<file path="src/rtl/bsearch_engine_pkg.sv">
// Shared constants for the binary-search engine: FSM state encoding and default widths.
// Pure declarations, no logic and no latency of its own.
// No flow control here; it is imported by the engine and its interface.
package bsearch_pkg;

    localparam int DEF_DATA_W = 8;
    localparam int DEF_ADDR_W = 8;

    // CHECK is the loop test; PROBE issues a read, WAIT holds it until the response arrives
    typedef enum logic [2:0] {
        IDLE  = 3'd0,
        CHECK = 3'd1,
        PROBE = 3'd2,
        WAIT  = 3'd3,
        DONE  = 3'd4
    } state_t;

endpackage

</file>
<file path="src/rtl/bsearch_engine_if.sv">
// Bundle for the search request/result handshake and the table read port.
// Wiring only, no latency; optional probe_cnt appears when BSEARCH_PROBE_CNT_EN is defined.
// Read port stalls on rd_req until rd_valid; a start is accepted only while the engine is idle.
interface bsearch_if
    import bsearch_pkg::*;
#(
    parameter int DATA_W = DEF_DATA_W,
    parameter int ADDR_W = DEF_ADDR_W
);
    logic              start;
    logic [DATA_W-1:0] key;
    logic [ADDR_W:0]   len;
    logic              busy;
    logic              done;
    logic [ADDR_W:0]   result_idx;
    logic              found;
    logic              rd_req;
    logic [ADDR_W-1:0] rd_addr;
    logic              rd_valid;
    logic [DATA_W-1:0] rd_data;
`ifdef BSEARCH_PROBE_CNT_EN
    logic [ADDR_W:0]   probe_cnt;
`endif

    // Engine side
    modport slave (
        input  start, key, len, rd_valid, rd_data,
        output busy, done, result_idx, found, rd_req, rd_addr
`ifdef BSEARCH_PROBE_CNT_EN
        , output probe_cnt
`endif
    );

    // Requester / table-memory side
    modport master (
        output start, key, len, rd_valid, rd_data,
        input  busy, done, result_idx, found, rd_req, rd_addr
`ifdef BSEARCH_PROBE_CNT_EN
        , input probe_cnt
`endif
    );

endinterface

</file>
<file path="src/rtl/bsearch_engine.sv">
// Lower-bound binary search over an external sorted table; optional probe counter under BSEARCH_PROBE_CNT_EN.
// Latency: 2 cycles for len=0, otherwise about 3 cycles per probe plus read latency, at most ceil(log2(len+1)) probes.
// Backpressure: holds rd_req/rd_addr indefinitely until rd_valid; start is ignored unless idle.
module bsearch_engine
    import bsearch_pkg::*;
#(
    parameter int DATA_W = DEF_DATA_W,
    parameter int ADDR_W = DEF_ADDR_W
) (
    input  logic       clk,
    input  logic       rst_n,
    bsearch_if.slave   bus
);

    state_t            r_state;
    logic [ADDR_W:0]   r_lo;
    logic [ADDR_W:0]   r_hi;
    logic [ADDR_W:0]   r_mid;
    logic [DATA_W-1:0] r_key;
    logic              r_hit;
    logic              r_busy;
    logic              r_done;
    logic              r_found;
    logic [ADDR_W:0]   r_result_idx;
    logic              r_rd_req;
    logic [ADDR_W-1:0] r_rd_addr;
`ifdef BSEARCH_PROBE_CNT_EN
    logic [ADDR_W:0]   r_probe_cnt;
`endif

    // lo+hi can reach 2^(ADDR_W+1), so the sum carries one extra bit before halving
    logic [ADDR_W+1:0] w_sum;
    logic [ADDR_W:0]   w_mid;

    assign w_sum = {1'b0, r_lo} + {1'b0, r_hi};
    assign w_mid = (ADDR_W+1)'(w_sum >> 1);

    // Search FSM and datapath; every output is a register
    always_ff @(posedge clk or negedge rst_n) begin
        if (!rst_n) begin
            r_state      <= IDLE;
            r_lo         <= '0;
            r_hi         <= '0;
            r_mid        <= '0;
            r_key        <= '0;
            r_hit        <= 1'b0;
            r_busy       <= 1'b0;
            r_done       <= 1'b0;
            r_found      <= 1'b0;
            r_result_idx <= '0;
            r_rd_req     <= 1'b0;
            r_rd_addr    <= '0;
`ifdef BSEARCH_PROBE_CNT_EN
            r_probe_cnt  <= '0;
`endif
        end else begin
            r_done <= 1'b0;
            case (r_state)
                IDLE: begin
                    if (bus.start) begin
                        r_lo    <= '0;
                        r_hi    <= bus.len;
                        r_key   <= bus.key;
                        r_found <= 1'b0;
                        r_hit   <= 1'b0;
                        r_busy  <= 1'b1;
`ifdef BSEARCH_PROBE_CNT_EN
                        r_probe_cnt <= '0;
`endif
                        r_state <= CHECK;
                    end
                end
                CHECK: begin
                    if (r_lo < r_hi) begin
                        r_mid   <= w_mid;
                        r_state <= PROBE;
                    end else begin
                        // busy drops in the same cycle done is high
                        r_result_idx <= r_lo;
                        r_found      <= r_hit;
                        r_done       <= 1'b1;
                        r_busy       <= 1'b0;
                        r_state      <= DONE;
                    end
                end
                PROBE: begin
                    // mid < hi <= 2^ADDR_W, so the low ADDR_W bits are the full address
                    r_rd_req  <= 1'b1;
                    r_rd_addr <= r_mid[ADDR_W-1:0];
                    r_state   <= WAIT;
                end
                WAIT: begin
                    if (bus.rd_valid) begin
                        r_rd_req <= 1'b0;
                        if (bus.rd_data < r_key) begin
                            r_lo <= r_mid + {{ADDR_W{1'b0}}, 1'b1};
                        end else begin
                            r_hi <= r_mid;
                        end
                        if (bus.rd_data == r_key) begin
                            r_hit <= 1'b1;
                        end
`ifdef BSEARCH_PROBE_CNT_EN
                        r_probe_cnt <= r_probe_cnt + {{ADDR_W{1'b0}}, 1'b1};
`endif
                        r_state <= CHECK;
                    end
                end
                DONE: begin
                    r_state <= IDLE;
                end
                default: begin
                    r_state <= IDLE;
                end
            endcase
        end
    end

    assign bus.busy       = r_busy;
    assign bus.done       = r_done;
    assign bus.found      = r_found;
    assign bus.result_idx = r_result_idx;
    assign bus.rd_req     = r_rd_req;
    assign bus.rd_addr    = r_rd_addr;
`ifdef BSEARCH_PROBE_CNT_EN
    assign bus.probe_cnt  = r_probe_cnt;
`endif

endmodule

</file>
<file path="src/flat_wrapper.sv">
// flat-port wrapper written by rule: the top's interface ports become plain ports
module bsearch_engine_flat import bsearch_pkg::*;
#(
    parameter int DATA_W = DEF_DATA_W,
    parameter int ADDR_W = DEF_ADDR_W
)
  (clk, rst_n, bus_start, bus_key, bus_len, bus_rd_valid, bus_rd_data, bus_busy, bus_done, bus_result_idx, bus_found, bus_rd_req, bus_rd_addr);
  bsearch_if #(.DATA_W(DATA_W), .ADDR_W(ADDR_W)) bus_i ();
  input  logic clk;
  input  logic rst_n;
  input wire logic [$bits(bus_i.start)-1:0] bus_start;
  input wire logic [$bits(bus_i.key)-1:0] bus_key;
  input wire logic [$bits(bus_i.len)-1:0] bus_len;
  input wire logic [$bits(bus_i.rd_valid)-1:0] bus_rd_valid;
  input wire logic [$bits(bus_i.rd_data)-1:0] bus_rd_data;
  output wire logic [$bits(bus_i.busy)-1:0] bus_busy;
  output wire logic [$bits(bus_i.done)-1:0] bus_done;
  output wire logic [$bits(bus_i.result_idx)-1:0] bus_result_idx;
  output wire logic [$bits(bus_i.found)-1:0] bus_found;
  output wire logic [$bits(bus_i.rd_req)-1:0] bus_rd_req;
  output wire logic [$bits(bus_i.rd_addr)-1:0] bus_rd_addr;
  assign bus_i.start = bus_start;
  assign bus_i.key = bus_key;
  assign bus_i.len = bus_len;
  assign bus_i.rd_valid = bus_rd_valid;
  assign bus_i.rd_data = bus_rd_data;
  assign bus_busy = bus_i.busy;
  assign bus_done = bus_i.done;
  assign bus_result_idx = bus_i.result_idx;
  assign bus_found = bus_i.found;
  assign bus_rd_req = bus_i.rd_req;
  assign bus_rd_addr = bus_i.rd_addr;
  bsearch_engine #(.DATA_W(DATA_W), .ADDR_W(ADDR_W)) u_core (.clk(clk), .rst_n(rst_n), .bus(bus_i));
endmodule
</file>
<file path="config.mk">
export PLATFORM = sky130hd
export DESIGN_NAME = bsearch_engine_flat
export DESIGN_NICKNAME = d
export VERILOG_FILES = /design/src/rtl/bsearch_engine_pkg.sv /design/src/rtl/bsearch_engine_if.sv /design/src/rtl/bsearch_engine.sv /design/src/flat_wrapper.sv
export SDC_FILE = /design/constraint.sdc
export NUM_CORES = 1
export LEC_CHECK = 0
export CELL_PAD_IN_SITES_DETAIL_PLACEMENT = 0
export CELL_PAD_IN_SITES_GLOBAL_PLACEMENT = 2
export CORE_UTILIZATION = 38
export DETAILED_ROUTE_END_ITERATION = 8
export PLACE_DENSITY_LB_ADDON = 0.1
export SYNTH_ARGS = -nofsm -noshare
export SYNTH_HDL_FRONTEND = slang
export SYNTH_SLANG_ARGS = --single-unit
</file>
<file path="constraint.sdc">
create_clock -name clk -period 3.45 [get_ports clk]
set_clock_uncertainty 0.1 [all_clocks]
set_input_delay 0.345 -clock clk [delete_from_list [all_inputs] [get_ports clk]]
set_output_delay 0.345 -clock clk [all_outputs]
set_load 0.02 [all_outputs]
</file>
==> flow_summary.ini <==
[sta]
min_period_ns = 2.600
setup_viol = 0
rsz0062_at_grt = no
tightest_slew_ns = 0.8473
fmax_ghz = 0.3846
slew-limit-headroom_pct = 43.38
tns_ns = 0
period_share_pct = 75.37
hold_viol = 0
final_max_slew_viol_count = 0

[routing]
route.layer.met1.wl_um = 3999
wl_met3_um = 243
routed-wl-met2_um = 3389
dr.pass1.iters = 4
wire_per_inst_um = 16.09
top_layer_used = met4
drc = 0
via_count = 2386
avgViaCountPerCell = 4.992
antenna_left = 0
drt_iter0_markers = 110
routed_wl_um = 7690

[placed_design]
dp_cells = 463
hpwlAfterDp_um = 5659
gp_routability_congestion = 0.8406
placement.io_buffers = 49

[floorplanning]
dieArea_mm2 = 0.009154
num_rows = 33
die_x_um = 95.68
die_h_um = 95.68
core_mm2 = 0.008341
ios = 50
start_util_pct = 39.98

[synth]
synth_area_leader_cell = dfrtp_1
ys.flop_type = dfrtp_1
yosys_register_bits = 60
synth_nets = 370
netlist_area_mm2 = 0.003334
syn_area_per_cell_um2 = 10.59
synthCells = 315
synth_top_area_share_pct = 45.03
synthDistinctLibCells = 55
ys.warnings.count = 0
synth.area.top_cells = dfrtp_1, ha_1, mux2_2, mux2_4, inv_1
async_flop_share_pct = 100.0
yosysSeqAreaShare_pct = 45.03
synth_edf_count = 0

[pwr]
peakVddDrop_uv = 353.2
p_leak_nw = 1.873
power_density_mw_per_mm2 = 949.5

[clock_network]
cts-root-buf = clkbuf_8
clk_pin_slew_ns = 0.07
clock_sinks = 60
cts_resized = 0
clockBufferDepth = 2
cts_buffers = 9
clkLatencyLatePin_ns = 0.34
cts_setup_buffers = 0
tritoncts = done
cts_hold_buffers = 0
ctsHtreeMaxLevel = 3

[cells_and_area]
fin_cells = 478
synthToLayoutAreaGrowth_pct = 23.34
nNetsFinal = 424
fin_util_pct = 49.31
drive_above_1_share_pct = 15.01
diodes = 0
fillers = 790
multi_input_area_mm2 = 0.001675
regArea_mm2 = 0.001501

[global_route]
first_global_vias = 2413
grt_max_degree = 61
track_usage_pct = 19.23
grt_pass1_wl_um = 12830
grt_antenna_before_repair = 0
grt-ovfl-total = 0

[critical_path]
path_max_fanout = 12
worstSetupEndpointType = flop
critPathArrivalTime_ns = 2.72
crit_path_start_kind = flop
path_class = reg -> reg
cp.required_ns = 3.57

[flow_run]
cap_violations = 0

[outcome]
status = completed

[hold_path]
hp-class = in -> async
-- cell type report --
type                    count  share of cell area (%)
multi-input cells         219                   40.74
flip-flops and latches     60                   36.51
repair buffers             53                   12.53
clock buffers              11                   3.438
well taps                 105                   3.194
inverters                  26                   2.373
clock inverters             4                   1.217
-- layout by cell type (no fill, tap or decap), drive strengths merged, types with 4 or more instances in the layout --
cell type,netlist,layout
nor2,28,28
dfrtp,60,60
inv,26,26
clkbuf,6,11
mux2i,9,9
clkdlybuf4s50,0,48
nand4,4,4
ha,25,25
nand3,7,7
a21oi,18,18
xor2,4,4
o22ai,5,5
o21ai,17,17
xnor2,9,9
buf,4,5
mux2,28,28
nand2,25,25
-- critical path, stage by stage (launching register included) --
cell and delay (ns):
dfrtp_1 0.42, ha_1 0.41, nand4_1 0.13, nor2_1 0.29, a211oi_2 0.15, nor2_2 0.58
mux2_2 0.41
-- through the flow --
| stage | hold slack (ns) | power (W) | setup WS (ns) | cell area [µm²] |
|---|---|---|---|---|
| 2_1_floorplan | -0.05059 | 0.002667 | 1.143 | 3334 |
| 3_3_place_gp | 0.3777 | 0.003286 | 0.9035 | 3921 |
| 3_5_place_dp | 0.3764 | 0.003292 | 0.8361 | 3921 |
| 4_1_cts | 0.09548 | 0.003949 | 0.8190 | 4113 |
| 5_1_grt | 0.1339 | 0.004234 | 0.6784 | 4113 |
| 6_report | 0.05236 | 0.003905 | 0.8496 | 4113 |
-- cells in the mapped netlist, types with 3 or more instances --
master / n
nand4_1: 4
dfrtp_1: 60
clkbuf_1: 5
nor2_1: 26
mux2i_1: 9
nand3_1: 7
xnor2_1: 9
xor2_1: 4
o21ai_0: 16
mux2_4: 7
and2_1: 3
a21oi_1: 17
mux2_2: 19
ha_1: 25
nand2_1: 25
o22ai_1: 5
inv_1: 26
-- sequential cells by signal, summed over array words and instances, names as in the netlist --
signal,cells
u_core.r_hi,9
u_core.bus.busy,1
u_core.r_mid,9
u_core.r_state,3
u_core.r_lo,9
u_core.bus.done,1
u_core.bus.rd_addr,8
u_core.r_key,8
u_core.r_hit,1
u_core.bus.found,1
u_core.bus.rd_req,1
u_core.bus.result_idx,9
-- where the power goes --
part / switching (W) / internal [W]
Clock: 0.000282 / 0.000348
Sequential: 0.000279 / 0.00101
Combinational: 0.00107 / 0.000912
Total: 0.00164 / 0.00227
-- path summary, 6_finish.rpt --
check	end	slack [ns]	cells after the start	startpoint
max in group asynchronous	u_core.r_lo[1]$_DFFE_PN0P_	2.67	2	rst_n
hold reg to reg	u_core.bus.rd_req$_DFFE_PN0P_	0.38	1	u_core.bus.rd_req$_DFFE_PN0P_
min in group clk	u_core.bus.rd_req$_DFFE_PN0P_	0.38	1	u_core.bus.rd_req$_DFFE_PN0P_
setup reg to reg	u_core.bus.result_idx[0]$_DFFE_PN0P_	0.85	6	u_core.r_lo[8]$_DFFE_PN0P_
setup / recovery	u_core.bus.result_idx[0]$_DFFE_PN0P_	0.85	6	u_core.r_lo[8]$_DFFE_PN0P_
hold / removal	u_core.r_key[2]$_DFFE_PN0P_	0.05	2	rst_n
-- cell families (layout without fill, tap and decap cells) --
| kind of cell | count (synthesis) | count (layout) | share of synthesized area [%] |
|---|---|---|---|
| AO/OA/AOI/OAI | 60 | 60 | 11.86 |
| XOR/XNOR | 13 | 13 | 3.415 |
| adder cells (fa/ha/maj) | 26 | 26 | 9.981 |
| buffers and inverters | 36 | 94 | 4.728 |
| flip-flops | 60 | 60 | 45.03 |
| multiplexers | 37 | 37 | 12.95 |
| AND/OR/NAND/NOR | 83 | 83 | 12.04 |
-- routing by layer --
layer	GRT usage, %	up-vias
li1	-	1196
met1	27.56	1136
met2	27.62	47
met3	4.625	7
met4	7.836	0
met5	0	-
No activity file was read; power rests on OpenSTA's default activity.
